**config.mk**
```make
export PLATFORM = sky130hd
export DESIGN_NAME = alu_op_sequencer_flat
export DESIGN_NICKNAME = d
export VERILOG_FILES = /design/src/rtl/alu_op_sequencer_if.sv /design/src/rtl/alu_op_sequencer.sv /design/src/flat_wrapper.sv
export SDC_FILE = /design/constraint.sdc
export NUM_CORES = 1
export LEC_CHECK = 0
export CORE_MARGIN = 2
export CORE_UTILIZATION = 45
export CTS_BUF_LIST = sky130_fd_sc_hd__clkbuf_8 sky130_fd_sc_hd__clkbuf_16
export DETAILED_ROUTE_END_ITERATION = 7
export GPL_ROUTABILITY_DRIVEN = 0
export PLACE_DENSITY = 0.68
export RECOVER_POWER = 100
export SYNTH_ARGS = -nofsm -noshare
export SYNTH_HDL_FRONTEND = slang
export SYNTH_SLANG_ARGS = --single-unit
```
**constraint.sdc**
```tcl
create_clock -name clk -period 2.3 [get_ports clk]
set_clock_uncertainty 0.15 [all_clocks]
set_input_delay 0.23 -clock clk [delete_from_list [all_inputs] [get_ports clk]]
set_output_delay 0.23 -clock clk [all_outputs]
set_load 0.01 [all_outputs]
```
**src/rtl/alu_op_sequencer_if.sv**
```systemverilog
// Handshake and ALU-drive bundle for alu_op_sequencer.
// slave is the sequencer side; master is the requester/ALU/consumer side.
interface alu_op_sequencer_if #(
  parameter int unsigned DATA_W = 2
);
  logic              req_valid;
  logic              req_ready;
  logic [DATA_W-1:0] req_a;
  logic [DATA_W-1:0] req_b;
  logic [2:0]        req_sel;
  logic [DATA_W-1:0] alu_a;
  logic [DATA_W-1:0] alu_b;
  logic [2:0]        alu_sel;
  logic [DATA_W-1:0] alu_out;
  logic              alu_zero;
  logic              alu_carry;
  logic              alu_overflow;
  logic              alu_error;
  logic              rsp_valid;
  logic              rsp_ready;
  logic [DATA_W-1:0] rsp_data;
  logic [3:0]        rsp_flags;

  modport slave (
    input  req_valid, req_a, req_b, req_sel,
    input  alu_out, alu_zero, alu_carry, alu_overflow, alu_error,
    input  rsp_ready,
    output req_ready, alu_a, alu_b, alu_sel,
    output rsp_valid, rsp_data, rsp_flags
  );

  modport master (
    output req_valid, req_a, req_b, req_sel,
    output alu_out, alu_zero, alu_carry, alu_overflow, alu_error,
    output rsp_ready,
    input  req_ready, alu_a, alu_b, alu_sel,
    input  rsp_valid, rsp_data, rsp_flags
  );
endinterface

```
**src/rtl/alu_op_sequencer.sv**
```systemverilog
// Issue-side sequencer for the 2-bit ALU: request handshake, settle wait, response FIFO.
// Optional STICKY_FLAGS_EN adds accumulated {error,overflow,carry} flags.
module alu_op_sequencer #(
  parameter int unsigned DATA_W     = 2,
  parameter int unsigned FIFO_DEPTH = 4,
  parameter int unsigned SETTLE_CYC = 1
) (
  input  logic                clk,
  input  logic                rst,
  alu_op_sequencer_if.slave   bus,
  output logic [7:0]          op_count
`ifdef STICKY_FLAGS_EN
  ,
  input  logic                sticky_clr,
  output logic [2:0]          sticky_flags
`endif
);
  localparam int unsigned PtrW = $clog2(FIFO_DEPTH);
  localparam int unsigned CntW = (SETTLE_CYC > 1) ? $clog2(SETTLE_CYC) : 1;
  localparam int unsigned EntW = DATA_W + 4;
  localparam logic [PtrW:0] DepthC = (PtrW + 1)'(FIFO_DEPTH);

  typedef enum logic [0:0] {StIdle, StWait} state_e;

  state_e            state_q, state_d;
  logic [CntW-1:0]   settle_q, settle_d;
  logic [DATA_W-1:0] alu_a_q, alu_a_d, alu_b_q, alu_b_d;
  logic [2:0]        alu_sel_q, alu_sel_d;
  logic [EntW-1:0]   mem_q [FIFO_DEPTH];
  logic [PtrW-1:0]   wr_ptr_q, wr_ptr_d, rd_ptr_q, rd_ptr_d;
  logic [PtrW:0]     count_q, count_d;
  logic [7:0]        op_count_q, op_count_d;
  logic              req_ready, push, pop, rsp_valid;
  logic [EntW-1:0]   push_entry, head;

  assign push_entry = {bus.alu_error, bus.alu_overflow, bus.alu_carry, bus.alu_zero,
                       bus.alu_out};
  assign rsp_valid  = (count_q != '0);
  assign pop        = rsp_valid && bus.rsp_ready;
  assign head       = mem_q[rd_ptr_q];

  always_comb begin
    state_d   = state_q;
    settle_d  = settle_q;
    alu_a_d   = alu_a_q;
    alu_b_d   = alu_b_q;
    alu_sel_d = alu_sel_q;
    req_ready = 1'b0;
    push      = 1'b0;
    case (state_q)
      StIdle: begin
        // At most one op in flight, so a free slot at accept guarantees room at push.
        req_ready = !rst && (count_q < DepthC);
        if (bus.req_valid && req_ready) begin
          alu_a_d   = bus.req_a;
          alu_b_d   = bus.req_b;
          alu_sel_d = bus.req_sel;
          settle_d  = CntW'(SETTLE_CYC - 1);
          state_d   = StWait;
        end
      end
      StWait: begin
        if (settle_q == '0) begin
          push    = 1'b1;
          state_d = StIdle;
        end else begin
          settle_d = settle_q - 1'b1;
        end
      end
      default: state_d = StIdle;
    endcase
  end

  always_comb begin
    wr_ptr_d   = push ? wr_ptr_q + 1'b1 : wr_ptr_q;
    rd_ptr_d   = pop ? rd_ptr_q + 1'b1 : rd_ptr_q;
    op_count_d = push ? op_count_q + 8'd1 : op_count_q;
    count_d    = count_q;
    case ({push, pop})
      2'b10:   count_d = count_q + 1'b1;
      2'b01:   count_d = count_q - 1'b1;
      default: count_d = count_q;
    endcase
  end

  always_ff @(posedge clk or posedge rst) begin
    if (rst) begin
      state_q    <= StIdle;
      settle_q   <= '0;
      alu_a_q    <= '0;
      alu_b_q    <= '0;
      alu_sel_q  <= '0;
      wr_ptr_q   <= '0;
      rd_ptr_q   <= '0;
      count_q    <= '0;
      op_count_q <= '0;
    end else begin
      state_q    <= state_d;
      settle_q   <= settle_d;
      alu_a_q    <= alu_a_d;
      alu_b_q    <= alu_b_d;
      alu_sel_q  <= alu_sel_d;
      wr_ptr_q   <= wr_ptr_d;
      rd_ptr_q   <= rd_ptr_d;
      count_q    <= count_d;
      op_count_q <= op_count_d;
    end
  end

  // Storage needs no reset: outputs are masked while the FIFO is empty.
  always_ff @(posedge clk) begin
    if (push) mem_q[wr_ptr_q] <= push_entry;
  end

  assign bus.req_ready = req_ready;
  assign bus.alu_a     = alu_a_q;
  assign bus.alu_b     = alu_b_q;
  assign bus.alu_sel   = alu_sel_q;
  assign bus.rsp_valid = rsp_valid;
  assign bus.rsp_data  = rsp_valid ? head[DATA_W-1:0] : '0;
  assign bus.rsp_flags = rsp_valid ? head[EntW-1:DATA_W] : '0;
  assign op_count      = op_count_q;

`ifdef STICKY_FLAGS_EN
  logic [2:0] sticky_q, sticky_d;

  // Clear first, then OR: a coincident push leaves only that push's flags.
  always_comb begin
    sticky_d = sticky_q;
    if (sticky_clr) sticky_d = 3'b000;
    if (push)       sticky_d = sticky_d | push_entry[EntW-1:DATA_W+1];
  end

  always_ff @(posedge clk or posedge rst) begin
    if (rst) sticky_q <= 3'b000;
    else     sticky_q <= sticky_d;
  end

  assign sticky_flags = sticky_q;
`endif
endmodule

```
**src/flat_wrapper.sv**
```systemverilog
// flat-port wrapper written by rule: the top's interface ports become plain ports
module alu_op_sequencer_flat 
#(
  parameter int unsigned DATA_W     = 2,
  parameter int unsigned FIFO_DEPTH = 4,
  parameter int unsigned SETTLE_CYC = 1
)
  (clk, rst, op_count, bus_req_valid, bus_req_a, bus_req_b, bus_req_sel, bus_alu_out, bus_alu_zero, bus_alu_carry, bus_alu_overflow, bus_alu_error, bus_rsp_ready, bus_req_ready, bus_alu_a, bus_alu_b, bus_alu_sel, bus_rsp_valid, bus_rsp_data, bus_rsp_flags);
  alu_op_sequencer_if #(.DATA_W(DATA_W)) bus_i ();
  input  logic clk;
  input  logic rst;
  output logic [7:0] op_count;
  input wire logic [$bits(bus_i.req_valid)-1:0] bus_req_valid;
  input wire logic [$bits(bus_i.req_a)-1:0] bus_req_a;
  input wire logic [$bits(bus_i.req_b)-1:0] bus_req_b;
  input wire logic [$bits(bus_i.req_sel)-1:0] bus_req_sel;
  input wire logic [$bits(bus_i.alu_out)-1:0] bus_alu_out;
  input wire logic [$bits(bus_i.alu_zero)-1:0] bus_alu_zero;
  input wire logic [$bits(bus_i.alu_carry)-1:0] bus_alu_carry;
  input wire logic [$bits(bus_i.alu_overflow)-1:0] bus_alu_overflow;
  input wire logic [$bits(bus_i.alu_error)-1:0] bus_alu_error;
  input wire logic [$bits(bus_i.rsp_ready)-1:0] bus_rsp_ready;
  output wire logic [$bits(bus_i.req_ready)-1:0] bus_req_ready;
  output wire logic [$bits(bus_i.alu_a)-1:0] bus_alu_a;
  output wire logic [$bits(bus_i.alu_b)-1:0] bus_alu_b;
  output wire logic [$bits(bus_i.alu_sel)-1:0] bus_alu_sel;
  output wire logic [$bits(bus_i.rsp_valid)-1:0] bus_rsp_valid;
  output wire logic [$bits(bus_i.rsp_data)-1:0] bus_rsp_data;
  output wire logic [$bits(bus_i.rsp_flags)-1:0] bus_rsp_flags;
  assign bus_i.req_valid = bus_req_valid;
  assign bus_i.req_a = bus_req_a;
  assign bus_i.req_b = bus_req_b;
  assign bus_i.req_sel = bus_req_sel;
  assign bus_i.alu_out = bus_alu_out;
  assign bus_i.alu_zero = bus_alu_zero;
  assign bus_i.alu_carry = bus_alu_carry;
  assign bus_i.alu_overflow = bus_alu_overflow;
  assign bus_i.alu_error = bus_alu_error;
  assign bus_i.rsp_ready = bus_rsp_ready;
  assign bus_req_ready = bus_i.req_ready;
  assign bus_alu_a = bus_i.alu_a;
  assign bus_alu_b = bus_i.alu_b;
  assign bus_alu_sel = bus_i.alu_sel;
  assign bus_rsp_valid = bus_i.rsp_valid;
  assign bus_rsp_data = bus_i.rsp_data;
  assign bus_rsp_flags = bus_i.rsp_flags;
  alu_op_sequencer #(.DATA_W(DATA_W), .FIFO_DEPTH(FIFO_DEPTH), .SETTLE_CYC(SETTLE_CYC)) u_core (.clk(clk), .rst(rst), .bus(bus_i), .op_count(op_count));
endmodule
```
==> impl_metrics.py, run 1 <==
metrics = {
    "placement": {
        "hpwl_mm": 2.474,
        "io_buffer_count": 39,
        "post_dp_cell_area_sq_um": 2429,
    },
    "yosys": {
        "yosys.area.top_type": "edfxtp_1",
        "yosysWarnings": 0,
        "synth.distinct_cells": 25,
        "yosys-top-cells-area": "edfxtp_1 36%, dfrtp_1 29%, mux4_2 6.8%, mux2_4 5.3%, ha_1 3.8%",
        "ys_seq_elements": 47,
        "synth_area_sq_um": 1992,
        "synth_nets": 145,
        "netlist.area_leader.share_pct": 36.18,
        "syn_avg_cell_area_sq_um": 16.46,
        "syn_inst": 121,
        "ys_seq_area_share_pct": 65.08,
    },
    "clocking": {
        "hold_buffers": 0,
        "cts_root_buffer": "clkbuf_8",
        "clk_pin_slew_ns": 0.09,
        "cts_buffer_depth": 2,
        "cts_buffers": 5,
        "cts_tree": "built",
        "cts.sinks": 47,
        "insertion_delay_ns": 0.31,
        "htree_num_levels": 2,
    },
    "critical_path": {
        "critPathArrivalTime_ns": 1.82,
        "critical_path_required_ns": 1.92,
        "path_class": "register to primary output",
        "timing.rr.end": "u_core.count_q[2]",
        "endpoint": "bus_rsp_flags[0]",
        "crit_start": "u_core.rd_ptr_q[0]",
        "crit_path_end_kind": "primary output",
        "r2r-start": "u_core.count_q[2]",
        "reg2reg_slack_ns": 0.23,
        "critPathMaxFanout": 6,
        "cp-start-kind": "register",
        "rr_worst_depth": 8,
    },
    "detailed_routing": {
        "post_drt_wl_per_cell_um": 15.40,
        "drt_first_pass_iters": 4,
        "first_iter_violations": 58,
        "via_per_inst": 4.929,
        "vias": 1114,
        "routed_wl_mm": 3.481,
        "postRouteAntennaNets": 0,
        "drc": 0,
    },
    "global_routing": {
        "grt_max_degree": 19,
        "antenna_found_initial": 0,
        "busiest_layer": "met2",
        "grt_pass1_wl_mm": 5.878,
        "grt.met1_usage_pct": 19.57,
        "grt_use_total_pct": 15.69,
        "grt_overflow_total": 0,
        "first_global_vias": 1229,
        "groute.layer.met3.usage_pct": 5.271,
        "gr-usage-met2_pct": 25.47,
    },
    "run_status": {
        "status": "finished clean",
    },
    "finish": {
        "nets": 197,
        "drive_gt1_share_pct": 14.37,
        "mostFrequentLayoutCells": "24 x edfxtp_1, 23 x dlygate4sd3_1, 22 x dfrtp_1, 10 x clkdlybuf4s50_1",
        "final_common_cell": "edfxtp_1",
        "diodes": 0,
        "stdcell_area_sq_um": 2579,
        "syn2layout_area_growth_pct": 29.46,
        "fill_cells": 338,
    },
    "die": {
        "initial_core_util_pct": 46.39,
        "coreArea_sq_um": 4294,
        "die_w_um": 70.53,
        "io_pins": 40,
        "die-height_um": 70.53,
        "num_rows": 24,
        "die_area_sq_um": 4974,
    },
    "power_and_ir_drop": {
        "peakVddDrop_mv": 0.4593,
        "p_leak_nw": 1.082,
        "power_density_nw_per_um2": 1166,
    },
    "timing": {
        "setup_tns_ns": 0,
        "hold_viol_final": 0,
        "max_freq_ghz": 0.4542,
        "rsz0062_at_grt": "no",
        "maxSlewViolCount": 0,
        "holdWs_ns": 0.1517,
        "period_share_pct": 95.73,
        "relSlewSlack_pct": 35.66,
        "setup_viol": 0,
        "fin_crit_ns": 2.202,
        "tightest_slew_ns": 0.9652,
    },
    "hold_path": {
        "hold_class": "input port to async pin",
    },
    "job": {
        "cap_violations": 0,
    },
}
[synthesized netlist by cell type (all sizes together)]
cell,count
mux2i,1
or3,1
inv,7
mux4,6
and3,1
nand2,4
mux2,8
nor2,2
xor2,7
nor3,2
fa,1
and2,12
edfxtp,24
dfrtp,23
nand3,1
ha,6
nand4,3
xnor2,6
clkbuf,2
o21ai,1
buf,3
[metal layers]
metal / part of all wire (%) / wire [um]
met2: 53 / 1848
met4: 1.9 / 66
met1: 41 / 1412
met5: 0 / 0
met3: 4.4 / 154
[report_power, final]
group	leakage [nW]	switching [mW]	internal (mW)	total, mW
Clock	0.0669	0.277	0.390	0.668
Sequential	0.500	0.161	1.08	1.25
Combinational	0.516	0.444	0.649	1.09
Total	1.08	0.882	2.12	3.01
[through the flow]
stage | total power [mW] | util, % | std cells | setup WS [ns]
2_1_floorplan | 1.919 | - | 121 | 0.2269
4_1_cts | 3.125 | 60.40 | 223 | 0.008315
3_5_place_dp | 2.412 | 56.56 | 210 | 0.08268
5_1_grt | 3.198 | 60.05 | 226 | 0.02349
6_report | 3.006 | 60.05 | 226 | 0.09810
3_3_place_gp | 2.360 | 56.56 | 210 | 0.1117
[cells by family after synthesis]
group | Yosys count | synth area share (%)
mux | 15 | 13.13
flops | 47 | 65.08
buf+inv | 12 | 3.392
fa+ha+maj | 7 | 4.774
simple gates | 26 | 7.663
compound gates | 1 | 0.2510
xor+xnor | 13 | 5.716
[flip-flops by register name, summed over array words and instances (netlist names)]
register / cells
u_core.mem_q: 24
u_core.op_count: 8
u_core.bus.alu_sel: 3
u_core.count_q: 3
u_core.bus.alu_a: 2
u_core.bus.alu_b: 2
u_core.rd_ptr_q: 2
u_core.wr_ptr_q: 2
u_core.state_q: 1
[worst max-delay path: stages, from the launching register on]
cell,delay [ns]
dfrtp_2,0.45
buf_4,0.14
mux4_2,0.47
and2_2,0.19
dlygate4sd2_1,0.28
[what timing repair did]
item / 4_1_cts / 5_1_grt
cloned: 0 / 0
buffers inserted: 5 / 3
resized for setup: 4 / 3
endpoints found under the setup margin: 6 / 3
[how the worst min path moves through the flow]
stage / from / endpoint
floorplan: rst / u_core.bus.alu_a[0]
global placement: u_core.op_count[7] / u_core.op_count[7]
detailed placement: u_core.op_count[7] / u_core.op_count[7]
CTS: rst / u_core.count_q[0]
global route: rst / u_core.count_q[2]
finish: rst / u_core.count_q[2]
[area by class of cell]
cell class	count	area (sq um)	share of cell area, %
Clock buffer	6	93.84	3.639
Tap cell	52	65.06	2.523
Timing Repair Buffer	50	461.7	17.90
Clock inverter	2	36.28	1.407
Multi-Input combinational cell	62	598.1	23.19
Inverter	7	26.28	1.019
Sequential cell	47	1297	50.32
(Power assumes the default switching activity.)
==> inputs of run 2 (changes only) <==
--- a/config.mk
+++ b/config.mk
@@ -5,7 +5,8 @@
 export SDC_FILE = /design/constraint.sdc
 export NUM_CORES = 1
 export LEC_CHECK = 0
-export CORE_MARGIN = 2
+export CAP_MARGIN = 30
+export CORE_MARGIN = 1.5
 export CORE_UTILIZATION = 45
 export CTS_BUF_LIST = sky130_fd_sc_hd__clkbuf_8 sky130_fd_sc_hd__clkbuf_16
 export DETAILED_ROUTE_END_ITERATION = 7
==> constraint.sdc (replaced) <==
create_clock -name clk -period 2.7 [get_ports clk]
set_clock_uncertainty 0.15 [all_clocks]
set_input_delay 0.27 -clock clk [delete_from_list [all_inputs] [get_ports clk]]
set_output_delay 0.27 -clock clk [all_outputs]
set_load 0.01 [all_outputs]
==> impl_metrics.py, run 2 (synthesis gave the netlist of run 1 again) <==
metrics = {
    "run_status": {
        "status": "finished clean",
    },
    "timing": {
        "relSlewSlack_pct": 42.68,
        "period_share_pct": 94.64,
        "setup_ws_ns": 0.1447,
        "rsz0062_at_grt": "no",
        "maxSlewViolCount": 0,
        "holdWs_ns": 0.3090,
        "tightest_slew_ns": 0.8588,
        "fin_crit_ns": 2.555,
        "hold_viol_final": 0,
        "max_freq_ghz": 0.3913,
        "setup_tns_ns": 0,
        "setup_viol": 0,
    },
    "detailed_routing": {
        "vias": 1055,
        "drc": 0,
        "drt_first_pass_iters": 4,
        "postRouteAntennaNets": 0,
        "routed_wl_mm": 3.301,
        "post_drt_wl_per_cell_um": 15.35,
        "via_per_inst": 4.907,
        "first_iter_violations": 55,
    },
    "critical_path": {
        "slowest_stage": "dfrtp_1",
        "critPathMaxFanout": 8,
        "critPathArrivalTime_ns": 2.14,
        "rr_worst_depth": 6,
        "reg2reg_slack_ns": 0.40,
        "path_class": "register to primary output",
        "crit_path_cell_trace": "mux4_2, and2_0, clkdlybuf4s50_1",
        "r2r-start": "u_core.count_q[2]",
        "cp-start-kind": "register",
        "timing.rr.end": "u_core.count_q[1]",
        "critical_path_required_ns": 2.28,
        "crit_path_end_kind": "primary output",
        "cp_slowest_stage_delay_ns": 0.63,
    },
    "global_routing": {
        "grt_pass1_wl_mm": 5.658,
        "grt_overflow_total": 0,
        "grt_max_degree": 24,
        "grt_use_total_pct": 15.52,
        "first_global_vias": 1139,
        "antenna_found_initial": 0,
    },
    "finish": {
        "syn2layout_area_growth_pct": 24.37,
        "utilization_pct": 57.69,
        "top_register": "u_core.mem_q",
        "largest_reg_flops": 24,
        "fill_cells": 358,
        "drive_gt1_share_pct": 9.202,
        "nets": 186,
        "mostFrequentLayoutCells": "24 x dlygate4sd3_1, 24 x edfxtp_1, 23 x dfrtp_1, 15 x clkdlybuf4s50_1, 9 x inv_1",
        "diodes": 0,
    },
    "placement": {
        "hpwl_mm": 2.371,
        "io_buffer_count": 39,
        "dpl_worst_slack_ns": 0.4335,
    },
    "hold_path": {
        "worstHoldStart": "u_core.op_count[7]",
        "hold_depth": 1,
        "hold_end": "u_core.op_count[7]",
        "hold_class": "register to register",
    },
    "clocking": {
        "hold_buffers": 0,
        "htree_num_levels": 2,
        "cts_tree": "built",
        "cts_buffers": 5,
        "cts.sinks": 47,
        "cts_buffer_depth": 2,
        "ctsResizeCount": 0,
        "clk_pin_slew_ns": 0.08,
        "cts_root_buffer": "clkbuf_8",
        "post-cts-setup-buffers": 0,
        "insertion_delay_ns": 0.29,
    },
    "die": {
        "num_rows": 24,
        "die_area_sq_um": 4834,
        "die_w_um": 69.53,
        "die-height_um": 69.53,
        "initial_core_util_pct": 46.39,
        "coreArea_sq_um": 4294,
        "io_pins": 40,
    },
    "power_and_ir_drop": {
        "power_density_nw_per_um2": 956.4,
        "peakVddDrop_mv": 0.4750,
        "p_leak_nw": 0.9972,
    },
    "job": {
        "cap_violations": 0,
    },
}
[run 2: cell types whose count changed in the layout (fill, tap and decap cells not counted), sizes merged, moves of 2 or more]
cell / before / now
dlygate4sd2: 3 / 0
clkdlybuf4s50: 10 / 15
dlymetal6s4s: 2 / 0
clkbuf: 10 / 6
buf: 7 / 0
[run 2: area by class of cell]
type,count,area [sq um],share of cell area [%]
clock buffer,6,93.84,3.788
clock inverter,2,7.507,0.3030
inverter,7,26.28,1.061
multi-input combinational,62,598.1,24.14
sequential,47,1296,52.32
tap,52,65.06,2.626
timing repair buffer,39,390.4,15.76
[run 2: per-stage QoR]
step,instance area (sq um),std cells,power [mW]
5_1_grt,2477,215,2.526
3_3_place_gp,2406,207,2.006
4_1_cts,2507,215,2.502
3_5_place_dp,2406,207,2.045
2_1_floorplan,1992,121,1.635
6_report,2477,215,2.369
[run 2: where the power goes]
group / leakage, nW / internal, mW / switching, mW
logic: 0.438 / 0.503 / 0.330
registers: 0.501 / 0.922 / 0.167
clock network: 0.0589 / 0.232 / 0.215
[run 2: worst max-delay path by stage]
stage,from,end,slack [ns],cells after the start
final,u_core.rd_ptr_q[0],bus_rsp_data[0],0.14,3
after global routing,u_core.rd_ptr_q[0],bus_rsp_flags[0],0.007,3
after CTS,u_core.rd_ptr_q[0],bus_rsp_flags[0],0.1,3
after detailed placement,u_core.rd_ptr_q[0],bus_rsp_flags[0],0.43,3
after global placement,u_core.rd_ptr_q[0],bus_rsp_flags[0],0.44,3
after floorplan,u_core.count_q[2],u_core.count_q[2],0.63,9
[run 2: metal layers]
layer  global-route usage [%]  share of wire, %  up-vias
met5                        0                 0        -
met4                    7.190               1.6        0
met3                    4.215               4.8        4
met2                    25.32                53       28
met1                    19.31                41      522
li1                         -                 -      501
[run 2: worst max-delay path, delay by kind of cell (launching register included)]
family / cells / cell delay [ns]
AND/OR/NAND/NOR: 1 / 0.18
buffers and inverters: 1 / 0.48
flip-flops: 1 / 0.63
multiplexers: 1 / 0.56
==> inputs of run 3 (changes only) <==
--- a/config.mk
+++ b/config.mk
@@ -11,6 +11,7 @@
 export CTS_BUF_LIST = sky130_fd_sc_hd__clkbuf_8 sky130_fd_sc_hd__clkbuf_16
 export DETAILED_ROUTE_END_ITERATION = 7
 export GPL_ROUTABILITY_DRIVEN = 0
+export GPL_TIMING_DRIVEN = 0
 export PLACE_DENSITY = 0.68
 export RECOVER_POWER = 100
 export SYNTH_ARGS = -nofsm -noshare
==> impl_metrics.py, run 3 (synthesis gave the netlist of run 1 again) <==
metrics = {
    "timing": {
        "fin_crit_ns": 2.508,
        "setup_tns_ns": 0,
        "hold_viol_final": 0,
        "tightest_slew_ns": 0.8549,
        "setup_viol": 0,
        "period_share_pct": 92.89,
        "maxSlewViolCount": 0,
        "relSlewSlack_pct": 42.94,
        "rsz0062_at_grt": "no",
        "max_freq_ghz": 0.3987,
    },
    "critical_path": {
        "critPathMaxFanout": 7,
        "cp_slowest_stage_delay_ns": 0.59,
        "crit_path_end_kind": "primary output",
        "critical_path_required_ns": 2.28,
        "cp.buffers_inverters": 2,
        "path_delay_family": "buffers and inverters",
        "critPathArrivalTime_ns": 2.09,
        "cp-start-kind": "register",
        "crit_path_cell_trace": "clkbuf_1, mux4_2, and2_1, dlygate4sd3_1",
        "rr_worst_depth": 9,
        "slowest_stage": "dlygate4sd3_1",
        "path_class": "register to primary output",
        "crit_cells": 4,
    },
    "detailed_routing": {
        "first_iter_violations": 88,
        "drt_first_pass_iters": 4,
        "post_drt_wl_per_cell_um": 14.76,
        "postRouteAntennaNets": 0,
        "via_per_inst": 4.823,
        "vias": 1061,
        "drc": 0,
        "routed_wl_mm": 3.247,
    },
    "power_and_ir_drop": {
        "p_sw_uw": 712.5,
        "power_density_nw_per_um2": 954.6,
        "p_comb_share_pct": 38.2,
        "p_leak_nw": 1.016,
        "clkPwrFrac_pct": 18.7,
        "p_seq_share_pct": 43.1,
        "p_int_mw": 1.684,
        "peakVddDrop_mv": 0.5141,
        "p_sw_share_pct": 29.74,
    },
    "finish": {
        "top_register": "u_core.mem_q",
        "mostFrequentLayoutCells": "26 x dlygate4sd3_1, 24 x edfxtp_1, 23 x dfrtp_1, 13 x clkdlybuf4s50_1, 9 x inv_1",
        "syn2layout_area_growth_pct": 26.01,
        "fin_cells": 220,
        "seq_area_sq_um": 1296,
        "diodes": 0,
        "utilization_pct": 58.45,
        "nets": 191,
        "final_common_cell": "dlygate4sd3_1",
        "drive_gt1_share_pct": 10.71,
        "multi_input_area_sq_um": 604.3,
        "largest_reg_flops": 24,
        "fill_cells": 350,
    },
    "die": {
        "initial_core_util_pct": 46.39,
        "die-height_um": 69.53,
        "die_w_um": 69.53,
        "coreArea_sq_um": 4294,
        "die_area_sq_um": 4834,
        "num_rows": 24,
        "io_pins": 40,
    },
    "clocking": {
        "cts.sinks": 47,
        "cts_tree": "built",
        "cts_buffers": 5,
        "insertion_delay_ns": 0.29,
        "cts_buffer_depth": 2,
        "ctsResizeCount": 0,
        "post-cts-setup-buffers": 0,
        "clk_pin_slew_ns": 0.08,
        "cts_root_buffer": "clkbuf_8",
        "htree_num_levels": 2,
        "hold_buffers": 0,
    },
    "global_routing": {
        "antenna_found_initial": 0,
        "grt_pass1_wl_mm": 5.706,
        "grt_use_total_pct": 15.39,
        "first_global_vias": 1149,
        "grt_overflow_total": 0,
        "grt_max_degree": 24,
    },
    "placement": {
        "hpwl_mm": 2.429,
        "io_buffer_count": 39,
        "placed_cells": 212,
    },
    "job": {
        "cap_violations": 0,
    },
    "hold_path": {
        "hold_depth": 1,
        "hold_class": "register to register",
    },
    "run_status": {
        "status": "finished clean",
    },
}
[run 3: worst register-to-register path: stages (launching register included)]
cell and delay [ns]:
dfrtp_1 0.39, or3_1 0.12, clkbuf_1 0.31, and2_4 0.23, ha_1 0.17, inv_1 0.06
fa_1 0.37, xor2_1 0.15, nor2_1 0.12, xor2_1 0.16
[run 3: power groups by stage]
stage | Combinational [mW] | Clock [mW] | Sequential [mW]
global placement | 1.00 | 0 | 1.05
floorplan | 0.560 | 0 | 1.07
detailed placement | 1.03 | 0 | 1.06
finish | 0.916 | 0.448 | 1.03
CTS | 1.03 | 0.462 | 1.04
global route | 1.01 | 0.491 | 1.06
[run 3: area by class of cell]
| cell class | instances | area share, % |
|---|---|---|
| flip-flops and latches | 47 | 51.64 |
| multi-input cells | 62 | 24.08 |
| repair buffers | 39 | 15.55 |
| clock buffers | 6 | 3.739 |
| well taps | 52 | 2.592 |
| plain buffers | 5 | 1.047 |
| inverters | 7 | 1.047 |
| clock inverters | 2 | 0.2991 |
[run 3: metrics by stage]
step	power, mW	hold WS [ns]	setup WS [ns]	cell area (sq um)
finish	2.396	0.3252	0.1920	2510
global route	2.558	0.3564	0.1059	2510
CTS	2.537	0.3271	0.2501	2549
detailed placement	2.085	0.3163	0.5317	2447
global placement	2.050	0.3064	0.5691	2447
floorplan	1.635	0.1219	0.6269	1992
[run 3: worst paths after layout]
kind                                     from  slack [ns]               endpoint
setup / recovery           u_core.rd_ptr_q[1]        0.19        bus_rsp_data[1]
hold reg to reg            u_core.op_count[7]        0.33     u_core.op_count[7]
setup reg to reg            u_core.count_q[0]        0.40      u_core.count_q[2]
max in group asynchronous                 rst        1.41      u_core.count_q[2]
hold / removal             u_core.op_count[7]        0.33     u_core.op_count[7]
min in group asynchronous                 rst        0.46  u_core.bus.alu_sel[1]
[run 3: per-layer routing]
metal,vias to the layer above,wire [um],track usage [%]
li1,517,-,-
met1,520,1411,19.29
met2,17,1688,25.64
met3,7,77,2.762
met4,0,69,7.843
met5,-,0,0
